**src/rtl/icache_pkg.sv**
```systemverilog
`default_nettype none
// ============================================================================
// Module  : icache_pkg
// Brief   : Shared line geometry, refill state encoding and word-slice helper
// Revision: 1.0
// ============================================================================
package icache_pkg;

    localparam int LINE_BITS   = 256;
    localparam int LINE_WORDS  = 8;
    localparam int OFFSET_BITS = 5;
    localparam int WORD_BITS   = 32;

    typedef logic [1:0] refill_state_t;
    localparam refill_state_t S_IDLE  = 2'd0;
    localparam refill_state_t S_FETCH = 2'd1;
    localparam refill_state_t S_DONE  = 2'd2;

    // Word 0 (lowest address) sits in the top 32 bits of the line.
    function automatic logic [7:0] word_msb(input logic [2:0] idx);
        return 8'(LINE_BITS - 1) - {idx, 5'b00000};
    endfunction

endpackage : icache_pkg
`default_nettype wire

```
**src/rtl/icache_refill.sv**
```systemverilog
`default_nettype none
// ============================================================================
// Module  : icache_refill
// Brief   : Critical-word-first 8-word line refill engine for the I-cache
// Revision: 1.0
// ============================================================================
module icache_refill
    import icache_pkg::*;
#(
    parameter int LINE_WORDS = 8,
    parameter int ADDR_W     = 32
) (
    input  logic                 CLK,
    input  logic                 RESET,
    input  logic                 miss_req,
    input  logic [ADDR_W-1:0]    miss_addr,
    input  logic                 flush,
    output logic                 busy,
    output logic                 mem_rd_req,
    output logic [ADDR_W-1:0]    mem_rd_addr,
    input  logic                 mem_rd_ack,
    input  logic [31:0]          mem_rd_data,
    output logic [LINE_BITS-1:0] block_read_fIC,
    output logic                 block_read_valid,
    output logic [ADDR_W-1:0]    block_addr
);

    localparam int c_IDX_W  = $clog2(LINE_WORDS);
    localparam int c_BASE_W = ADDR_W - OFFSET_BITS;

    refill_state_t          r_state;
    refill_state_t          w_state_nxt;
    logic [c_BASE_W-1:0]    r_base;
    logic [c_IDX_W-1:0]     r_widx;
    logic [3:0]             r_cnt;
    logic [LINE_BITS-1:0]   r_line;

    logic                   w_accept;
    logic                   w_ack;
    logic                   w_unused_ok;

    // A flush in the same cycle as a request or an ack wins over both.
    assign w_accept = (r_state == S_IDLE)  && miss_req   && !flush;
    assign w_ack    = (r_state == S_FETCH) && mem_rd_ack && !flush;

    assign w_unused_ok = &{1'b0, miss_addr[1:0]};

    always_ff @(posedge CLK) begin
        if (RESET) begin
            r_state <= S_IDLE;
        end else begin
            r_state <= w_state_nxt;
        end
    end

    always_comb begin
        w_state_nxt = r_state;
        case (r_state)
            S_IDLE: begin
                if (w_accept) begin
                    w_state_nxt = S_FETCH;
                end
            end
            S_FETCH: begin
                if (flush) begin
                    w_state_nxt = S_IDLE;
                end else if (w_ack && (r_cnt == 4'd7)) begin
                    w_state_nxt = S_DONE;
                end
            end
            S_DONE: begin
                w_state_nxt = S_IDLE;
            end
            default: begin
                w_state_nxt = S_IDLE;
            end
        endcase
    end

    // Placement is by word index, so the line is independent of fetch order.
    always_ff @(posedge CLK) begin
        if (RESET) begin
            r_base <= '0;
            r_widx <= '0;
            r_cnt  <= '0;
            r_line <= '0;
        end else if (w_accept) begin
            r_base <= miss_addr[ADDR_W-1:OFFSET_BITS];
            r_widx <= miss_addr[OFFSET_BITS-1:2];
            r_cnt  <= '0;
        end else if (w_ack) begin
            r_line[word_msb(r_widx) -: WORD_BITS] <= mem_rd_data;
            r_widx <= r_widx + 1'b1;
            r_cnt  <= r_cnt + 4'd1;
        end
    end

    assign busy             = (r_state != S_IDLE);
    assign mem_rd_req       = (r_state == S_FETCH);
    assign mem_rd_addr      = {r_base, r_widx, 2'b00};
    assign block_read_valid = (r_state == S_DONE) && !flush;
    assign block_read_fIC   = r_line;
    assign block_addr       = {r_base, {OFFSET_BITS{1'b0}}};

endmodule : icache_refill
`default_nettype wire

```
**config.mk**
```make
export PLATFORM = sky130hd
export DESIGN_NAME = icache_refill
export DESIGN_NICKNAME = d
export VERILOG_FILES = /design/src/rtl/icache_pkg.sv /design/src/rtl/icache_refill.sv
export SDC_FILE = /design/constraint.sdc
export NUM_CORES = 1
export LEC_CHECK = 0
export CAP_MARGIN = 20
export CORE_ASPECT_RATIO = 0.8
export CORE_MARGIN = 4
export CORE_UTILIZATION = 40
export DETAILED_ROUTE_END_ITERATION = 6
export GPL_ROUTABILITY_DRIVEN = 0
export PLACE_DENSITY = 0.71
export SYNTH_ARGS = -nofsm -noshare
export SYNTH_HDL_FRONTEND = slang
export SYNTH_SLANG_ARGS = --single-unit
export TNS_END_PERCENT = 20
```
**constraint.sdc**
```tcl
create_clock -name CLK -period 1.83 [get_ports CLK]
set_input_delay 0.366 -clock CLK [delete_from_list [all_inputs] [get_ports CLK]]
set_output_delay 0.366 -clock CLK [all_outputs]
set_load 0.01 [all_outputs]
```
# [Word level (Yosys, flattened, before mapping)]
# Index checks and enable logic that the tools add are counted.
[op_classes] n_addsub=4 eq_ne=5 shifts=2 muxes=7 bitwise=1 n_reduce_logical=13
[op_table] cell="32-bit by 10-bit variable shift with 287-bit output (first input constant)" count=1
[op_table] cell="32-bit by 10-bit indexed part select with 287-bit output" count=1
[op_table] cell="256-bit bitwise mux" count=1
[op_table] cell="8-bit negation with 10-bit output" count=1
[op_table] cell="8-bit subtractor (first input constant)" count=1
[op_table] cell="1-bit logical AND" count=6
[op_table] cell="2-bit 2-to-1 mux" count=3
[op_table] cell="3-bit 2-to-1 mux" count=2
[op_table] cell="4-bit by 1-bit adder with 4-bit output (second input constant)" count=1
[op_table] cell="4-bit by 3-bit equality test with 1-bit output (second input constant)" count=1
[op_table] cell="2-bit one-hot mux with 2 select lines" count=1
[op_table] cell="2-bit AND reduction" count=2
[op_table] cell="2-bit nonzero test" count=2
[op_table] cell="3-bit by 1-bit adder with 3-bit output (second input constant)" count=1
[op_table] cell="3-bit by 2-bit != test with 1-bit output (second input constant)" count=1
[op_table] cell="2-bit by 1-bit equality test with 1-bit output (second input constant)" count=1
[op_table] cell="2-bit equality test (second input constant)" count=1
[op_table] cell="2-bit logical NOT" count=1
[op_table] cell="2-bit != test (second input constant)" count=1
[op_table] cell="2-bit OR reduction" count=1
[op_table] cell="1-bit logical NOT" count=1
[op_table] cell="1-bit inverter" count=1
[word_totals] regBits=292 inputBits=69 out_inout_bits=323 wordCells=37

# [Depth between registers and ports, before layout]
# Gate-level depths: netlist (run 1).
[logic_depth] ltp_word=7 mapped_depth=7 mapped_depth_nobuf=5

# [Least setup slack after synthesis (run 1)]
# OpenSTA, ideal clock, no wires.
[synth_path] path_kind="flip-flop to flip-flop" startpoint="register r_widx[1]" endpoint="register r_line[150] (netlist: block_read_fIC[150])" setup_time_ps=128 arrival_ps=1543 required_ps=1702 slack_ps=159 path_stages_with_launch=7 n_path_buf=2 period_less_slack_ps=1671 cell_sequence="dfxtp_1 ha_1 ha_1 clkbuf_1 and2_1 clkbuf_1 o21ai_0"
[synth_between] elab_chain_len=4 elab_cells_between_ends=5 cone_classes="add/sub: 2; shift: 2; mux: 1"
[synth_rtl] item="from (decl)" line="icache_refill.sv:34" text="logic [c_IDX_W-1:0] r_widx;"
[synth_rtl] item="from (signal assigned)" line="icache_refill.sv:89" text="r_widx <= miss_addr[OFFSET_BITS-1:2];"
[synth_rtl] item="from (signal assigned)" line="icache_refill.sv:93" text="r_widx <= r_widx + 1'b1;"
[synth_rtl] item="8-bit subtractor *" line="icache_pkg.sv:21" text="return 8'(LINE_BITS - 1) - {idx, 5'b00000};"
[synth_rtl] item="8-bit negation with 10-bit output *" line="icache_refill.sv:92" text="r_line[word_msb(r_widx) -: WORD_BITS] <= mem_rd_data;"
[synth_rtl] item="32-bit by 10-bit indexed part select with 287-bit output or 32-bit by 10-bit variable shift with 287-bit output (tied branches)" line="icache_refill.sv:92"
[synth_rtl] item="256-bit bitwise mux *" line="icache_refill.sv:92"
[synth_rtl] item="to (signal, indexed assignment)" line="icache_refill.sv:92"
[synth_rtl] item="to (decl)" line="icache_refill.sv:36" text="logic [LINE_BITS-1:0] r_line;"
# Every way passes the cells marked *; elsewhere a longest branch is shown, timed or not.
# A chain may end at the register's enable or synchronous reset.

# [Worst setup path in the final report (run 1)]
[layout_path] startpoint="register r_line[195] (netlist: block_read_fIC[195])" endpoint="output port block_read_fIC[195]"
[layout_rtl] item="to (decl)" line="icache_refill.sv:23" text="output logic [LINE_BITS-1:0] block_read_fIC,"
# No word-level cell between the ends.

==> out/results.ini, run 1 <==
[outcome]
status = completed

[layout]
diodes = 0
final_util_pct = 58.89
layout_common_cells = 287 x dfxtp_1, 258 x nand2b_1, 192 x mux2i_1, 152 x nand2_1, 144 x dlygate4sd2_1
final_common_cell = dfxtp_1
drive_gt1_share_pct = 8.130
area_growth_pct = 44.41
nNetsFinal = 1653
fin_area_um2 = 17370

[min_path]
min_path_type = input port to register

[floorplan]
start_util_pct = 40.78
io_pins = 392
die-area_um2 = 32930
die_h_um = 163.1
core_area_um2 = 29500
fp-row-count = 56
die_width_um = 201.9

[drt]
firstDrtPassIters = 5
routedWlPerCell_um = 19.54
drtIter0Drc = 475
via_count = 9984
route.detailed.drc = 0
ant_nets = 0
wl_um = 39170
vias_per_cell = 4.980

[synth]
synth_seq_cells = 292
synth.distinct_cells = 36
synth_top_family_by_area = simple AND/OR/NAND/NOR gates
syn_area_um2 = 12030
ys_seq_area_share_pct = 48.59
ys_top_cells_by_area = dfxtp_1 49%, mux2i_1 16%, nand2b_1 13%
synth-compound-area-share_pct = 4.316
async_reset_ff_share_pct = 0
synth_flop_cell = dfxtp_1
synthMuxAreaShare_pct = 16.06
synth_edf_count = 0
synth_top_area_cell = dfxtp_1
synthAdderAreaFrac_pct = 0.7280
yosys_warnings = 0
synth_top_area_share_pct = 48.59
synth-simple-area-share_pct = 23.60
avgSynthCellArea_um2 = 9.671
synth_xor_area_share_pct = 0.07280
synth_cells = 1244

[worst_setup_path]
worstPathMaxFanout = 2
arrival_ns = 1.44
critPathBufInv = 1
required_ns = 1.46
cp_slowest_cell = clkdlybuf4s50_1
cp_slowest_stage_delay_ns = 0.55
cp-start-kind = register
crit_type = register to output port
r2r_setup_slack_ns = 0.12
end_kind = output port
path_cells = clkdlybuf4s50_1
critPathTopFamily = buffers and inverters

[sta]
fin_tns_setup_ns = 0
worst_pin_slew_ns = 0.5546
maxSlewHeadroom_pct = 63.03
fin_crit_sh_pct = 98.44
fmax_ghz = 0.5551
slew_violations = 0
fin_skew_ns = 0.01123
period_needed_ns = 1.802
setup_viol_count_final = 0
finalHoldViolations = 0
worst_slack_ns = 0.02849

[placed_design]
place_ws_ns = -0.3860
place_area_um2 = 16280
post-dp-hpwl_um = 27190
io_buffer_count = 382

[clock_tree]
tritoncts = built
clock_path_buffers = 3
htree_num_levels = 1
cts.reportedPaths.clkPinSlew_ns = 0.07
cts.sinks = 292
clockRootBuffer = clkbuf_16
clk_latency_ns = 0.54
cts_inserted_buffers = 29

[power_and_ir_drop]
ir_drop_mv = 0.7285
p_int_mw = 10.62
finalPower_mw = 13.66
power_frac_comb_pct = 6.1
p_leak_nw = 8.816
switching_share_pct = 22.26
powerDensity_nw_per_um2 = 786.2
seq_power_share_pct = 47.1
clkPwrFrac_pct = 46.8
p_switching_mw = 3.040

[global_routing]
antenna_found_initial = 0
grt_overflow = 0
first_global_vias = 10110
grt_pass1_wl_um = 59020
grt_max_degree = 154
gr-usage-all-layers_pct = 22.29

[job]
drv_cap = 0

cells by family after synthesis:
family / count (synthesis)
adders and majority gates: 7
and+or+nand+nor: 507
buffers and inverters: 141
muxes: 193
other: 1
AOI/OAI and AO/OA: 102
DFF: 292
xor gates and xnor gates: 1
synth_stat cells (3+ instances only):
library cell / instances
or3_1: 5
o21ai_0: 66
buf_2: 12
a21oi_1: 33
dfxtp_1: 292
inv_1: 4
buf_6: 10
ha_1: 7
nand4_1: 64
nand2_1: 152
nand3_1: 4
clkbuf_1: 65
clkbuf_2: 5
mux2i_1: 193
nand2b_1: 258
nor2_2: 3
nand4b_1: 4
buf_4: 45
layout make-up:
class / count / area, um2
sequential: 292 / 5854
inverter: 4 / 15.01
multi-input combinational: 817 / 5484
clock inverter: 17 / 229.0
tap: 406 / 508.0
clock buffer: 36 / 802.0
fill: 2519 / 12130
timing repair buffer: 433 / 4481
sequential cells by signal, summed over array words and instances (netlist names):
name	flops
block_read_fIC	256
r_base	27
r_cnt	4
r_state	2
r_widx	3
power groups by stage:
| stage | sequential, mW | combinational (mW) | clock, mW |
|---|---|---|---|
| floorplan | 6.59 | 0.403 | 0 |
| global placement | 6.58 | 0.876 | 0 |
| detailed placement | 6.58 | 0.878 | 0 |
| CTS | 6.43 | 0.842 | 6.53 |
| global route | 6.43 | 0.894 | 6.76 |
| finish | 6.43 | 0.837 | 6.39 |
timing repair:
| action | CTS | global route |
|---|---|---|
| hold buffers | 0 | 0 |
| buffers inserted | 0 | 0 |
| gates resized for setup | 158 | 100 |
| setup endpoints to repair | 148 | 125 |
| pin swaps | 0 | 0 |
per-layer routing:
layer | wire, um | vias up | GRT usage, % | part of all wire, %
met2 | 17750 | 349 | 36.08 | 45
met3 | 3222 | 49 | 6.769 | 8.2
li1 | - | 4797 | - | -
met4 | 802 | 0 | 4.224 | 2.0
met1 | 17400 | 4789 | 29.89 | 44
met5 | 0 | - | 0 | 0
path summary, 6_finish.rpt:
check,start,endpoint,depth (start not counted)
setup / recovery,block_read_fIC[195]$_SDFFE_PP0P_,block_read_fIC[195],1
hold / removal,RESET,r_widx[2]$_SDFFE_PP0P_,2
setup reg to reg,r_state[1]$_SDFFE_PP0P_,block_read_fIC[21]$_SDFFE_PP0P_,6
hold reg to reg,block_read_fIC[84]$_SDFFE_PP0P_,block_read_fIC[84]$_SDFFE_PP0P_,2
stage by stage:
step / std cells / hold WS [ns]
floorplan: 1250 / 0.4530
global placement: 1952 / 0.4572
detailed placement: 1952 / 0.4619
CTS: 2005 / 0.07075
global route: 2005 / 0.08120
finish: 2005 / 0.1050
Note: power is estimated with default switching activity, not from simulation.
==> inputs of run 2 (changes only) <==
- clock period: 1.83 -> 1.8 ns (I/O delays scaled with it)
==> out/results.ini, run 2 (synthesized netlist as in run 1, its figures left out) <==
[drt]
wl_um = 39190  ; about the same
firstDrtPassIters = 5  ; unchanged
ant_nets = 0  ; unchanged
vias_per_cell = 4.991  ; +0.23%
route.detailed.drc = 0  ; unchanged
drtIter0Drc = 628  ; +32%
via_count = 9977  ; -0.070%
routedWlPerCell_um = 19.61  ; +0.36%

[clock_tree]
cts.reportedPaths.clkPinSlew_ns = 0.06  ; about the same
clock_path_buffers = 3  ; unchanged
htree_num_levels = 1  ; unchanged
tritoncts = built
cts_hold_buf = 0  ; unchanged
clockRootBuffer = clkbuf_16
post_cts_buffers = 0  ; unchanged
cts_inserted_buffers = 29  ; unchanged
clk_latency_ns = 0.55  ; about the same
cts.sinks = 292  ; unchanged

[layout]
diodes = 0  ; unchanged
drive_gt1_share_pct = 7.345  ; -0.79 points
layout_common_cells = 305 x dlygate4sd2_1, 289 x dfxtp_1, 258 x nand2b_1, 193 x mux2i_1, 152 x nand2_1
nNetsFinal = 1652  ; -0.060%
area_growth_pct = 40.07
n_fill_cell = 2698  ; +7.1%
stdcell_count = 1999  ; -0.30%
largest_register_ffs = 256  ; unchanged
final_util_pct = 57.13  ; -1.8 points
final_common_cell = dlygate4sd2_1

[floorplan]
fp-row-count = 56  ; unchanged
die-area_um2 = 32930  ; unchanged
die_h_um = 163.1  ; unchanged
core_area_um2 = 29500  ; unchanged
die_width_um = 201.9  ; unchanged
start_util_pct = 40.78  ; unchanged
io_pins = 392  ; unchanged

[placed_design]
post-dp-hpwl_um = 27450  ; +0.96%
io_buffer_count = 382  ; unchanged
place_inst = 1951  ; -0.051%

[global_routing]
grtUsageMet3_pct = 7.265  ; +0.50 points
use_met1_pct = 30.67  ; +0.77 points
gr-usage-met2_pct = 37.09  ; +1.0 points
antenna_found_initial = 0  ; unchanged
grt_overflow = 0  ; unchanged
top_usage_layer = met2
grt_max_degree = 136  ; -12%
gr-usage-all-layers_pct = 22.93  ; +0.63 points
first_global_vias = 10350  ; +2.3%
grt_pass1_wl_um = 60600  ; +2.7%

[worst_setup_path]
arrival_ns = 2.14  ; +0.70 ns
end_kind = register
worstPathMaxFanout = 12  ; +10
required_ns = 2.23  ; +0.77 ns
r2r_setup_slack_ns = 0.09  ; -0.03 ns
cp-start-kind = register
crit_type = register to register

[power_and_ir_drop]
powerDensity_nw_per_um2 = 790.0  ; +0.48%
p_leak_nw = 7.969  ; -9.6%
finalPower_mw = 13.31  ; -2.5%
ir_drop_mv = 0.6198  ; -15%

[sta]
fin_crit_sh_pct = 94.89
period_needed_ns = 1.708
fmax_ghz = 0.5855
slew_violations = 0  ; unchanged
fin_skew_ns = 0.008968  ; -0.002266 ns
setup_viol_count_final = 0  ; unchanged
rsz0062_at_grt = true
finalHoldViolations = 0  ; unchanged
fin_tns_setup_ns = 0  ; unchanged

[job]
drv_cap = 0  ; unchanged

[outcome]
status = completed

[min_path]
min_path_type = input port to register

[run 2: critical path, stage by stage (launching register included)]
cell and delay [ns]:
dfxtp_1 0.34, inv_1 0.09, ha_1 0.16, nand4b_1 0.13
or3_2 0.49, buf_4 0.24, mux2i_1 0.14
[run 2: per-stage QoR]
step                setup WS (ns)  area (um2)  hold WS (ns)
finish                    0.09205       16850       0.08766
floorplan                  0.1290       12050        0.4530
global placement          -0.3865       16300        0.4579
detailed placement        -0.4055       16300        0.4603
CTS                      -0.05331       16820       0.06177
global route             -0.01206       16850       0.07182
[run 2: per-layer routing]
metal  share of wire (%)  vias to the layer above  wire length [um]
li1                    -                     4780                 -
met1                  45                     4822             17460
met2                  46                      329             17840
met3                 8.2                       46              3209
met4                 1.8                        0               690
met5                   0                        -                 0
[run 2: worst paths after layout]
path	start	to	cells after the start
min	RESET	r_widx[2]$_SDFFE_PP0P_	2
max reg2reg	r_widx[1]$_SDFFE_PP0P_	block_read_fIC[198]$_SDFFE_PP0P_	6
max	r_widx[1]$_SDFFE_PP0P_	block_read_fIC[198]$_SDFFE_PP0P_	6
min reg2reg	r_base[20]$_SDFFE_PP0P_	r_base[20]$_SDFFE_PP0P_	2
[run 2: what timing repair did]
action,4_1_cts,5_1_grt
pin swaps,0,1
resized for setup,318,13
endpoints found under the setup margin,308,14
[run 2: where the power goes]
part | switching, mW | leakage [nW] | internal [mW]
clock network | 2.50 | 0.453 | 3.42
registers | 0.0361 | 2.36 | 6.50
logic | 0.449 | 5.16 | 0.400
[run 2: final cells by class]
type	count	area, um2	area share [%]
sequential	292	5852	34.73
multi-input combinational	817	5485	32.55
timing repair buffer	432	4080	24.21
clock buffer	40	817.0	4.849
tap	406	508.0	3.015
clock inverter	8	93.84	0.5569
inverter	4	15.01	0.08910
==> variant: new RTL, config.mk and constraints of run 1 <==
Change the parameter `ADDR_W` from 32 to 36.
--- a/src/rtl/icache_refill.sv
+++ b/src/rtl/icache_refill.sv
@@ -9,5 +9,5 @@
 #(
     parameter int LINE_WORDS = 8,
-    parameter int ADDR_W     = 32
+    parameter int ADDR_W     = 36
 ) (
     input  logic                 CLK,
Ports: changed (resized block_addr, mem_rd_addr and miss_addr); port bits go from 392 to 404. The function was not compared with the original's and may differ.
==> variant against run 1 <==
Critical path depth is the same. Maximum frequency grew 0.17%. Power grew 0.88%. Combinational power grew 6.2%. Final area grew 0.43%. Wire length grew 4.2%. Area after synthesis grew 2.3%. Sequential cell count grew 4. Die area grew 2.2%. Setup slack gained 0.0030 ns. Clock skew shrank 0.0011 ns. Critical endpoint is now block_read_fIC[108]. Largest cell class unchanged.
==> variant: results (changes against run 1) <==
drive_above_1_share_pct: 7.598  # was 8.130%
grt_pass1_wl_um: 61030  # was 59020 um
fmax_mhz: 556.0  # was 555.1 MHz
grt_max_degree: 83  # was 154
fin_worst_skew_ns: 0.01014  # was 0.01123 ns
largest_reg_flops: 256  # unchanged
cts-root-buf: "clkbuf_16"  # unchanged
antenna_found_initial: 0  # unchanged
yosys_warnings: 0  # unchanged
ys_seq_area_share_pct: 48.16  # was 48.59%
leakage_nw: 8.931  # was 8.816 nW
rr_worst_depth: 6  # unchanged
post_cts_buffers: 0  # unchanged
wl_um: 40830  # was 39170 um
outcome: "finished, final reports clean"  # unchanged
dp.cells: 1990  # was 1952
avgViaCountPerCell: 4.994  # was 4.980
first_global_vias: 10410  # was 10110
ys_types: 37  # was 36
vdd_drop_max_v: 0.0006198  # was 0.0007285 V
switching_share_pct: 22.29  # was 22.26%
cp-endpoint: "block_read_fIC[108]"  # was block_read_fIC[195]
r2r-end: "block_read_fIC[175]"  # was block_read_fIC[21]
hold_path_class: "input port to flip-flop"  # unchanged
firstDrtPassIters: 5  # unchanged
path_clk_slew_ns: 0.06
crit_slowest_cell: "clkdlybuf4s50_1"  # unchanged
dp_hpwl_um: 28440  # was 27190 um
routedWlPerCell_um: 19.97  # was 19.54 um
ys_top_cells_by_count: "dfxtp_1 (296), nand2b_1 (258), mux2i_1 (193)"  # was dfxtp_1 (292), nand2b_1 (258), mux2i_1 (193)
synth.area.top_cells: "dfxtp_1 (48%), mux2i_1 (16%), nand2b_1 (13%)"  # was dfxtp_1 (49%), mux2i_1 (16%), nand2b_1 (13%)
numPortBuffers: 394  # was 382
min_from: "RESET"  # unchanged
cts_inserted_buffers: 30  # was 29
diodes: 0  # unchanged
syn_area_per_cell_um2: 9.727  # was 9.671 um2
r2r_slack_ns: 0.09  # was 0.12 ns
nets: 1689  # was 1653
crit_type: "flip-flop to primary output"  # unchanged
startpoint: "block_read_fIC[108]"  # was block_read_fIC[195]
ys_async_sr_fraction_pct: 0  # unchanged
dp_slack_ns: -0.3716  # was -0.3860 ns
r2r-start: "r_widx[0]"  # was r_state[1]
grt_use_total_pct: 22.85  # was 22.29%
cts_buffer_depth: 3  # unchanged
drt_iter0_drc: 564  # was 475
[variant: cell count changes after synthesis, moves of 3 or more]
cell / delta
buf_2: +3
nand2_1: +8
buf_12: +6
clkbuf_1: -9
dfxtp_1: +4
buf_4: +4
a21oi_1: +4
[variant: how the worst min path moves through the flow]
stage / end / slack [ns] / cells after the start
after floorplan: r_cnt[3] / 0.45 / 2
after global placement: r_base[12] / 0.46 / 2
after detailed placement: block_read_fIC[37] / 0.46 / 2
after CTS: r_widx[1] / 0.1 / 2
after global routing: r_widx[1] / 0.10 / 2
final: r_widx[1] / 0.12 / 2
[variant: per-stage QoR]
stage               power, mW  util, %  setup TNS [ns]  instance area (um2)
global placement        7.609    54.69          -78.30                16580
CTS                     13.91    57.02               0                17280
detailed placement      7.616    54.69          -83.33                16580
floorplan               7.117        -               0                12330
global route            14.21    57.56       -0.003662                17450
finish                  13.78    57.56               0                17450
[variant: repair_timing]
item / CTS / global route
endpoints found under the setup margin: 250 / 67
hold endpoints to repair: 0 / 0
gates resized for setup: 264 / 66
[variant: metal layers]
metal / wire length (um) / vias up / GRT usage (%)
met5: 0 / - / 0
met4: 681 / 0 / 4.079
met3: 3242 / 39 / 6.223
met2: 19150 / 369 / 38.25
met1: 17760 / 4932 / 30.14
li1: - / 4873 / -
[variant: cells by family after synthesis]
kind of cell,count (synthesis),share of synthesized area (%)
AO/OA/AOI/OAI,106,4.383
XOR/XNOR,1,0.07119
adder cells (fa/ha/maj),7,0.7118
buffers and inverters,146,7.566
flip-flops,296,48.16
multiplexers,193,15.70
other,1,0.03048
AND/OR/NAND/NOR,515,23.38
[variant: cell type report]
class | instances | area, um2
fillers | 2718 | 12860
clock inverters | 9 | 123.9
well taps | 413 | 516.7
multi-input cells | 829 | 5543
inverters | 4 | 15.01
flip-flops and latches | 296 | 5928
repair buffers | 448 | 4419
clock buffers | 46 | 902.1
[variant: power groups by stage]
stage / clock network, mW / registers (mW) / logic, mW
finish: 6.36 / 6.53 / 0.889
global route: 6.73 / 6.53 / 0.951
CTS: 6.48 / 6.53 / 0.896
detailed placement: 0 / 6.67 / 0.943
global placement: 0 / 6.67 / 0.936
floorplan: 0 / 6.69 / 0.431
